[src/rtl/continuous_monitoring_system_pkg.sv]
// Shared types and constants for the continuous monitoring trace path.
// The trace_item_t layout depends on TRACE_COLLECTOR_TIMESTAMP_EN:
//   defined   : {gap, timestamp[63:0], pc[63:0], instr[31:0]}
//   undefined : {gap, pc[63:0], instr[31:0]}
package continuous_monitoring_system_pkg;

    localparam int TRACE_PC_WIDTH        = 64;
    localparam int TRACE_TIMESTAMP_WIDTH = 64;
    localparam int TRACE_INSTR_WIDTH     = 32;
    localparam int TRACE_FIFO_DEPTH      = 16;

    typedef struct packed {
        logic                              gap;
`ifdef TRACE_COLLECTOR_TIMESTAMP_EN
        logic [TRACE_TIMESTAMP_WIDTH-1:0]  timestamp;
`endif
        logic [TRACE_PC_WIDTH-1:0]         pc;
        logic [TRACE_INSTR_WIDTH-1:0]      instr;
    } trace_item_t;

endpackage

[src/rtl/trace_item_fifo.sv]
// Synchronous single-clock FIFO with a registered read-data stage.
// The head entry is copied into rd_data/rd_valid one cycle after it becomes
// available, so a write into an empty FIFO shows up on the output the cycle
// after the write (no write-to-read bypass). An entry stays counted in level
// until it is popped from the output register.
// Ports:
//   clk, rst_n         clock, asynchronous active-low reset
//   push, push_data    write request; accepted when not full or popping
//   pop                consume the head (ignored unless rd_valid)
//   full, empty, level occupancy status (level has one extra MSB)
//   rd_valid, rd_data  registered head entry
module trace_item_fifo #(
    parameter int WIDTH = 8,
    parameter int DEPTH = 16
) (
    input  logic                     clk,
    input  logic                     rst_n,
    input  logic                     push,
    input  logic [WIDTH-1:0]         push_data,
    input  logic                     pop,
    output logic                     full,
    output logic                     empty,
    output logic [$clog2(DEPTH):0]   level,
    output logic                     rd_valid,
    output logic [WIDTH-1:0]         rd_data
);
    localparam int AW = $clog2(DEPTH);

    logic [WIDTH-1:0] mem [DEPTH];
    logic [AW:0]      wr_cnt;
    logic [AW:0]      rd_cnt;
    logic [AW:0]      rd_next;
    logic             do_pop;
    logic             wr_en;
    logic             head_avail;

    assign level   = wr_cnt - rd_cnt;
    assign full    = (level == (AW+1)'(DEPTH));
    assign empty   = (level == '0);
    assign do_pop  = pop && rd_valid;
    // A pop frees the slot in the same cycle, so a full FIFO still takes a write.
    assign wr_en   = push && (!full || do_pop);
    assign rd_next = rd_cnt + {{AW{1'b0}}, do_pop};
    // Compare against the pre-write count: an entry written this cycle is not
    // visible to the output stage until the next one.
    assign head_avail = (wr_cnt != rd_next);

    always_ff @(posedge clk) begin
        if (wr_en) begin
            mem[wr_cnt[AW-1:0]] <= push_data;
        end
    end

    always_ff @(posedge clk or negedge rst_n) begin
        if (!rst_n) begin
            wr_cnt   <= '0;
            rd_cnt   <= '0;
            rd_valid <= 1'b0;
            rd_data  <= '0;
        end else begin
            wr_cnt   <= wr_cnt + {{AW{1'b0}}, wr_en};
            rd_cnt   <= rd_next;
            rd_valid <= head_avail;
            if (head_avail) begin
                rd_data <= mem[rd_next[AW-1:0]];
            end
        end
    end

endmodule

[src/rtl/trace_item_collector.sv]
// Trace item collector: pairs each retired PC/instruction with the trace
// filter's registered drop decision, buffers kept items and streams them
// out over valid/ready. Counts items lost to overflow and marks the first
// item accepted after a loss with gap=1.
// Optional feature macro: TRACE_COLLECTOR_TIMESTAMP_EN adds a 64-bit
// free-running cycle counter whose value at the decision cycle is stored
// in each item.
// Ports:
//   clk, rst_n        clock, asynchronous active-low reset
//   pc_valid, pc,     retired instruction (captured into hold registers)
//   instr
//   drop_instr        filter decision for the previously captured instruction
//   item_valid/ready  output handshake; item_data = head trace_item_t
//   fifo_level        occupancy
//   almost_full       level >= FIFO_DEPTH - AFULL_MARGIN (combinational)
//   overflow_count    saturating count of lost items
module trace_item_collector
    import continuous_monitoring_system_pkg::*;
#(
    parameter int FIFO_DEPTH    = TRACE_FIFO_DEPTH,
    parameter int AFULL_MARGIN  = 4,
    parameter int OVF_CNT_WIDTH = 16
) (
    input  logic                          clk,
    input  logic                          rst_n,
    input  logic                          pc_valid,
    input  logic [TRACE_PC_WIDTH-1:0]     pc,
    input  logic [TRACE_INSTR_WIDTH-1:0]  instr,
    input  logic                          drop_instr,
    output logic                          item_valid,
    input  logic                          item_ready,
    output logic [$bits(trace_item_t)-1:0] item_data,
    output logic [$clog2(FIFO_DEPTH):0]   fifo_level,
    output logic                          almost_full,
    output logic [OVF_CNT_WIDTH-1:0]      overflow_count
);
    localparam int LW = $clog2(FIFO_DEPTH) + 1;
    localparam logic [LW-1:0] AFULL_THRESH = LW'(FIFO_DEPTH - AFULL_MARGIN);

    logic                          pending;
    logic [TRACE_PC_WIDTH-1:0]     hold_pc;
    logic [TRACE_INSTR_WIDTH-1:0]  hold_instr;
    logic                          gap_pending;
    logic                          push;
    logic                          pop;
    logic                          lost;
    logic                          fifo_full;
    logic                          fifo_empty;
    trace_item_t                   new_item;

`ifdef TRACE_COLLECTOR_TIMESTAMP_EN
    logic [TRACE_TIMESTAMP_WIDTH-1:0] cycle_cnt;

    always_ff @(posedge clk or negedge rst_n) begin
        if (!rst_n) cycle_cnt <= '0;
        else        cycle_cnt <= cycle_cnt + 64'd1;
    end
`endif

    // The decision arrives one cycle after capture, aligned with pending.
    assign push = pending && !drop_instr;
    assign pop  = item_valid && item_ready && !fifo_empty;
    assign lost = push && fifo_full && !pop;

    always_comb begin
        new_item       = '0;
        new_item.gap   = gap_pending;
`ifdef TRACE_COLLECTOR_TIMESTAMP_EN
        new_item.timestamp = cycle_cnt;
`endif
        new_item.pc    = hold_pc;
        new_item.instr = hold_instr;
    end

    always_ff @(posedge clk or negedge rst_n) begin
        if (!rst_n) begin
            pending        <= 1'b0;
            hold_pc        <= '0;
            hold_instr     <= '0;
            gap_pending    <= 1'b0;
            overflow_count <= '0;
        end else begin
            pending <= pc_valid;
            if (pc_valid) begin
                hold_pc    <= pc;
                hold_instr <= instr;
            end
            if (lost) begin
                gap_pending <= 1'b1;
                if (overflow_count != '1) begin
                    overflow_count <= overflow_count + {{(OVF_CNT_WIDTH-1){1'b0}}, 1'b1};
                end
            end else if (push) begin
                // Any push that is not lost is accepted and carries the gap flag.
                gap_pending <= 1'b0;
            end
        end
    end

    trace_item_fifo #(
        .WIDTH ($bits(trace_item_t)),
        .DEPTH (FIFO_DEPTH)
    ) u_fifo (
        .clk       (clk),
        .rst_n     (rst_n),
        .push      (push),
        .push_data (new_item),
        .pop       (pop),
        .full      (fifo_full),
        .empty     (fifo_empty),
        .level     (fifo_level),
        .rd_valid  (item_valid),
        .rd_data   (item_data)
    );

    assign almost_full = (fifo_level >= AFULL_THRESH);

endmodule

[config.mk]
export PLATFORM = sky130hd
export DESIGN_NAME = trace_item_collector
export DESIGN_NICKNAME = d
export VERILOG_FILES = /design/src/rtl/continuous_monitoring_system_pkg.sv /design/src/rtl/trace_item_fifo.sv /design/src/rtl/trace_item_collector.sv
export SDC_FILE = /design/constraint.sdc
export NUM_CORES = 1
export LEC_CHECK = 0
export ABC_AREA = 0
export CAP_MARGIN = 20
export CORE_MARGIN = 3
export CORE_UTILIZATION = 30
export DETAILED_ROUTE_END_ITERATION = 10
export MAX_ROUTING_LAYER = met4
export PLACE_DENSITY = 0.5
export SLEW_MARGIN = 40
export SYNTH_ARGS = -nofsm -noshare
export SYNTH_HDL_FRONTEND = slang
export SYNTH_SLANG_ARGS = --single-unit
[constraint.sdc]
create_clock -name clk -period 12.6 [get_ports clk]
set_input_delay 2.52 -clock clk [delete_from_list [all_inputs] [get_ports clk]]
set_output_delay 2.52 -clock clk [all_outputs]
set_load 0.02 [all_outputs]
# Word-level counts from Yosys, hierarchy flattened

Memory sizes are Yosys's and may differ from the RTL's. A register that Yosys moved wholly into a read port is not among the register bits.
Index checks and enable logic that the tools add are counted.

Flip-flop bits (word level): 125
Word-level logic and storage cells: 37
Memories kept: 1
RAM bits: 1552

Memories:

| memory     | words | bits a word | rd ports | clocked after memory_dff | write ports | RTL line              | RTL |
|---|---|---|---|---|---|---|---|
| u_fifo.mem | 16    | 97          | 1        | 1                        | 1           | trace_item_fifo.sv:29 | `logic [WIDTH-1:0] mem [DEPTH];` |

Magnitude comparators: 1
Reduce and logical (&&, ||, !) cells: 16
$add $sub $neg: 4
Muxes and demuxes: 4
Equality and inequality tests: 3

Operators by type and width:

| kind                                                              | number |
|---|---|
| adder 16 x 1 -> 16 bit, second input constant                     | 1 |
| != test 16 bit, second input constant                             | 1 |
| adder 5 x 1 -> 5 bit                                              | 2 |
| logical AND 1 bit                                                 | 7 |
| == test 5 bit, second input constant                              | 1 |
| greater-or-equal comparator 5 x 4 -> 1 bit, second input constant | 1 |
| logical NOT 1 bit                                                 | 5 |
| logical NOT 5 bit                                                 | 1 |
| != test 5 bit                                                     | 1 |
| subtractor 5 bit                                                  | 1 |
| 2-to-1 mux 1 bit                                                  | 4 |
| AND reduction 2 bit                                               | 1 |
| nonzero test 2 bit                                                | 1 |
| logical OR 1 bit                                                  | 1 |

# Longest topological paths before layout

Word-level depth: 9
Depth in mapped cells: 20
Gate-level depth less buffers: 16

# Modules after synthesis

A second synthesis with hierarchy kept.

Cells, all modules: 3159
Area, all modules: 67644.9 um^2

Modules (own cells, without submodules):

| module               | seq. area each (um^2) | area each (um^2) | cells each | times used |
|---|---|---|---|---|
| trace_item_fifo      | 49307.3               | 63239.4          | 2874       | 1 |
| trace_item_collector | 2852.7                | 4405.5           | 285        | 1 |

# Worst setup path after synthesis

OpenSTA, ideal clock, no wires.

Kind: input to register
Start: input drop_instr
End: memory u_fifo.mem[12][0] in the netlist's numbering, enable pin
Data required time: 11809 ps
Slack: -295 ps
Cell stages on the path: 4
Buffers on the path: 1
Data arrival time: 12104 ps
Cell sequence: nand2b_1 -> a31o_2 -> buf_6 -> nor4_1

Cells in the longest elaborated chain, start to end: 5

RTL lines:

| item                                   | RTL line                   | RTL |
|---|---|---|
| start, declared                        | trace_item_collector.sv:29 | `input logic drop_instr,` |
| logical NOT 1 bit                      | trace_item_collector.sv:61 | `assign push = pending && !drop_instr;` |
| logical AND 1 bit                      | trace_item_collector.sv:61 |  |
| logical AND 1 bit                      | trace_item_fifo.sv:42      | `assign wr_en = push && (!full \|\| do_pop);` |
| 2-to-1 mux 1 bit                       | trace_item_fifo.sv:49      | `if (wr_en) begin` |
| 2-to-1 mux 1 bit (not written as such) | trace_item_fifo.sv:50      | `mem[wr_cnt[AW-1:0]] <= push_data;` |
| end, declared                          | trace_item_fifo.sv:29      |  |

Every way passes these cells.

# Worst setup path in the final report

Start: register u_fifo.wr_cnt[0]
End: output almost_full

Cells in the longest elaborated chain, start to end: 2

RTL lines:

| item                                       | RTL line                    | RTL |
|---|---|---|
| start, declared                            | trace_item_fifo.sv:30       | `logic [AW:0] wr_cnt;` |
| start signal, assigned                     | trace_item_fifo.sv:61       | `wr_cnt <= wr_cnt + {{AW{1'b0}}, wr_en};` |
| subtractor 5 bit                           | trace_item_fifo.sv:37       | `assign level = wr_cnt - rd_cnt;` |
| greater-or-equal comparator 5 x 4 -> 1 bit | trace_item_collector.sv:116 | `assign almost_full = (fifo_level >= AFULL_THRESH);` |
| end, declared                              | trace_item_collector.sv:34  | `output logic almost_full,` |

Every way passes these cells.

==> out/results.md <==
| Stage | Result | Value |
| --- | --- | --- |
| worst setup path | Crit path arrival time | 3.78 ns |
| clocking | Longest Clk Path Bufs | 3 |
| power | Comb pwr share | 36.8% |
| floorplanning | Placement row count | 171 |
| logic synthesis | Most used flip-flop cell after synthesis | sky130_fd_sc_hd__edfxtp_1 |
| run | Max capacitance violation total | 0 |
| logic synthesis | Post-synthesis sequential area ratio | 78.7% |
| logic synthesis | Flop and latch count out of synthesis | 1774 |
| power | Static Leakage | 0.0251 µW |
| power | Part of the total power dissipated in the clock network | 26.9% |
| sta | RSZ-0062 raised after global routing | false |
| floorplanning | Area of the core region | 218000 µm² |
| sta | Fin. Hold Viols | 0 |
| power | Switching share of total power | 32.4% |
| clocking | CTS tree | done |
| floorplanning | Starting density of the core | 30.3% |
| layout | Layout Nets | 3396 |
| power | Final total power | 20400 µW |
| placed design | Routability-driven placement congestion ratio | 0.699 |
| sta | Transition time at the pin with the least slew margin | 0.911 ns |
| worst setup path | Req. time, crit path | 10.08 ns |
| sta | Maximum operating frequency | 159 MHz |
| sta | Max-slew violation count | 0 |
| worst setup path | Largest incremental delay on the critical path | 0.59 ns |
| hold path | Type of the tightest min-delay check | reg -> reg |
| clocking | Clock slew at reported path FFs | 0.06 ns |
| power | Part of the total power dissipated in sequential elements | 36.4% |
| sta | WHS | 0.478 ns |
| worst setup path | Cells traversed along the worst timing path | inv_1 -> ha_1 -> inv_1 -> fa_1 -> a21o_1 -> a21oi_1 -> xor2_1 -> a21o_1 -> clkdlybuf4s50_1 |
| placed design | Number of placed cells counting well taps | 6033 |
| sta | Worst Skew | 0.0263 ns |
| drt | Total wirelength of the detailed-routed design | 171000 µm |
| drt | Total via count after detailed routing | 31300 |
| logic synthesis | Post-synthesis instance area | 66300 µm² |
| floorplanning | Die Area | 227000 µm² |
| clocking | Number of buffers added by the clock tree synthesis step | 187 |
| floorplanning | Floorplan die width | 476 µm |
| sta | Total of endpoints with negative setup slack in the final report | 0 |
| power | Switching power | 6610 µW |
| sta | TNS Setup | 0 ns |
| placed design | HPWL Detailed | 84800 µm |
| clocking | Post-CTS repair timing setup buffer count | 0 |
| power | Peak supply drop | 0.241 mV |
| layout | Layout area overhead | 18.9% |
| worst setup path | Critical Path Source Type | flip-flop |
| power | Cell Int Power | 13800 µW |
| sta | Crit share post-route | 50.0% |
| logic synthesis | Number of enable-type register cells in the synthesized netlist | 1552 |
| drt | Number of routed nets with antenna violations | 0 |
| grt | Maximum number of pins on one net before global-route repair | 131 |
| sta | Time the final worst path needs with I/O delays and setup | 6.30 ns |
| worst setup path | Category of the most critical setup path | reg -> out |
| grt | Wire length of the first global-routing pass | 246000 µm |
| drt | Drc violations | 0 |
| worst setup path | Maximum fanout encountered on the critical timing path | 9 |
| clocking | Number of hold buffers added after CTS | 0 |
| clocking | Clock net sink count | 1774 |
| grt | Remaining global-route overflow | 0 |
| grt | Number of antenna violations at the first check in global routing | 10 |
| layout | Final design utilization | 36.1% |
| floorplanning | Y dimension of the die | 476 µm |
| power | Pwr per Cell Area | 259 nW/µm² |
| logic synthesis | Average instance area after synthesis | 22.4 µm² |
| drt | Average wire length per cell after detail routing | 26.8 µm |
| clocking | Resize count post-CTS | 0 |
| outcome | Status | finished, final reports clean |
| logic synthesis | Asr flop ratio synth | 12.5% |
| placed design | Number of buffers inserted by port buffering | 220 |
| sta | Relative max-transition margin | 39.3% |
| logic synthesis | Number of different library cells in the post-synthesis netlist | 42 |
| worst setup path | Slowest cell on the critical path | sky130_fd_sc_hd__clkdlybuf4s50_1 |
| layout | Final instance count without filler cells | 6398 |
| worst setup path | Crit. End Element | output pin |
| clocking | H-Tree Depth | 4 |
| grt | Total routing usage reported by global routing | 15.5% |
| drt | 1st-pass router iterations | 7 |
| clocking | CTS root buf | sky130_fd_sc_hd__clkbuf_16 |
| logic synthesis | Post-Syn Nets | 3072 |
| clocking | Clk_lat worst skew | 0.82 ns |
| logic synthesis | Count of warnings emitted by yosys | 0 |
| grt | Via count of the first global-routing pass | 32800 |
| layout | Share of post-route cells with drive strength above 1 | 25.0% |
| logic synthesis | Synthesized instance count | 2961 |
| floorplanning | Ports placed on the boundary | 221 |
| drt | Number of DRC markers after the initial detailed-route iteration | 2395 |
| drt | Number of vias per cell after detailed routing | 4.89 |
[power by group through the flow]
stage,clock (µW),combinational [µW],sequential [µW]
global route,5870,8110,7490
detailed placement,0,7630,7560
global placement,0,7510,7540
finish,5480,7490,7420
CTS,5640,7650,7440
floorplan,0,5050,7610
[layer usage]
metal  up-vias  track usage [%]  part of all wire, %
li1      13200                -                    -
met1     17200             21.8                   46
met2       728             23.7                   47
met3       195             2.91                  5.1
met4         0             3.28                  1.5
met5         -                -                    0
[kinds of logic (layout without fill, tap and decap cells)]
| family | Yosys count | in the layout | synth area share, % |
|---|---|---|---|
| muxes | 487 | 487 | 14.9 |
| adders and majority gates | 10 | 10 | 0.200 |
| xor gates and xnor gates | 30 | 30 | 0.408 |
| DFF | 1774 | 1774 | 78.7 |
| and+or+nand+nor | 184 | 184 | 1.23 |
| other | 0 | 9 | 0 |
| buffers and inverters | 177 | 664 | 1.20 |
| AOI/OAI and AO/OA | 299 | 299 | 3.38 |
[through the flow]
step | setup WS [ns] | cell area (µm²)
finish | 6.30 | 78800
global route | 6.00 | 78800
CTS | 6.18 | 78700
detailed placement | 5.85 | 72500
global placement | 5.56 | 72200
floorplan | -0.295 | 66300
[registers in the layout, summed over array words and instances, names as in the netlist]
signal           flops
u_fifo.mem        1552
u_fifo.rd_data      97
hold_pc             64
hold_instr          32
overflow_count      16
u_fifo.rd_cnt        5
u_fifo.wr_cnt        5
gap_pending          1
pending              1
u_fifo.rd_valid      1
[layout by cell type (no fill, tap or decap), types with 9 or more instances in the layout]
master	n
sky130_fd_sc_hd__a221oi_1	97
sky130_fd_sc_hd__a22o_1	97
sky130_fd_sc_hd__buf_12	12
sky130_fd_sc_hd__buf_16	10
sky130_fd_sc_hd__buf_4	31
sky130_fd_sc_hd__buf_6	26
sky130_fd_sc_hd__bufinv_16	15
sky130_fd_sc_hd__clkbuf_1	57
sky130_fd_sc_hd__clkbuf_16	189
sky130_fd_sc_hd__clkbuf_8	22
sky130_fd_sc_hd__clkdlybuf4s50_1	218
sky130_fd_sc_hd__clkinv_1	26
sky130_fd_sc_hd__clkinv_2	27
sky130_fd_sc_hd__dfrtp_1	222
sky130_fd_sc_hd__diode_2	9
sky130_fd_sc_hd__edfxtp_1	1552
sky130_fd_sc_hd__inv_1	12
sky130_fd_sc_hd__mux2_2	98
sky130_fd_sc_hd__mux4_2	388
sky130_fd_sc_hd__nand2_1	113
sky130_fd_sc_hd__nand3_1	18
sky130_fd_sc_hd__nor3_2	9
sky130_fd_sc_hd__o21ai_0	82
sky130_fd_sc_hd__o21ai_1	17
sky130_fd_sc_hd__xnor2_1	16
sky130_fd_sc_hd__xor2_1	13
[worst max-delay path, delay by kind of cell (launching register included)]
family | cells | cell delay, ns
buffers and inverters | 3 | 0.82
AO/OA/AOI/OAI | 3 | 0.64
adder cells (fa/ha/maj) | 2 | 0.58
flip-flops | 1 | 0.53
XOR/XNOR | 1 | 0.39
[Yosys cell counts, types with 12 or more instances]
cell type,n,area (µm²)
sky130_fd_sc_hd__a221oi_1,97,850
sky130_fd_sc_hd__a22o_1,97,850
sky130_fd_sc_hd__buf_2,59,295
sky130_fd_sc_hd__clkbuf_1,92,345
sky130_fd_sc_hd__dfrtp_1,222,5560
sky130_fd_sc_hd__edfxtp_1,1552,46600
sky130_fd_sc_hd__inv_1,12,45.0
sky130_fd_sc_hd__mux2_2,98,1100
sky130_fd_sc_hd__mux4_2,388,8740
sky130_fd_sc_hd__nand2_1,113,424
sky130_fd_sc_hd__nand3_1,18,90.1
sky130_fd_sc_hd__nor3_1,17,85.1
sky130_fd_sc_hd__o21ai_0,82,410
sky130_fd_sc_hd__o21ai_1,17,85.1
sky130_fd_sc_hd__xnor2_1,16,140
sky130_fd_sc_hd__xor2_1,13,114
[path summary, 6_finish.rpt]
path / from / endpoint / slack, ns / cells past startpoint
min reg2reg: u_fifo.rd_data[21] / u_fifo.rd_data[21] / 0.48 / 2
max reg2reg: u_fifo.wr_cnt[0] / u_fifo.rd_data[33] / 6.50 / 17
min: u_fifo.rd_data[21] / u_fifo.rd_data[21] / 0.48 / 2
min in group asynchronous: rst_n / u_fifo.rd_data[77] / 1.62 / 1
max: u_fifo.wr_cnt[0] / almost_full / 6.30 / 9
max in group asynchronous: rst_n / hold_instr[8] / 9.32 / 3
[final cells by class]
| cell class | count | area (µm²) |
|---|---|---|
| Fill cell | 20000 | 140000 |
| Inverter | 12 | 45.0 |
| Timing Repair Buffer | 300 | 3250 |
| Tap cell | 2941 | 3680 |
| Multi-Input combinational cell | 1010 | 13500 |
| Antenna cell | 9 | 22.5 |
| Clock buffer | 268 | 5250 |
| Clock inverter | 84 | 906 |
| Sequential cell | 1774 | 52200 |
Power figures use the tool's default switching activity.
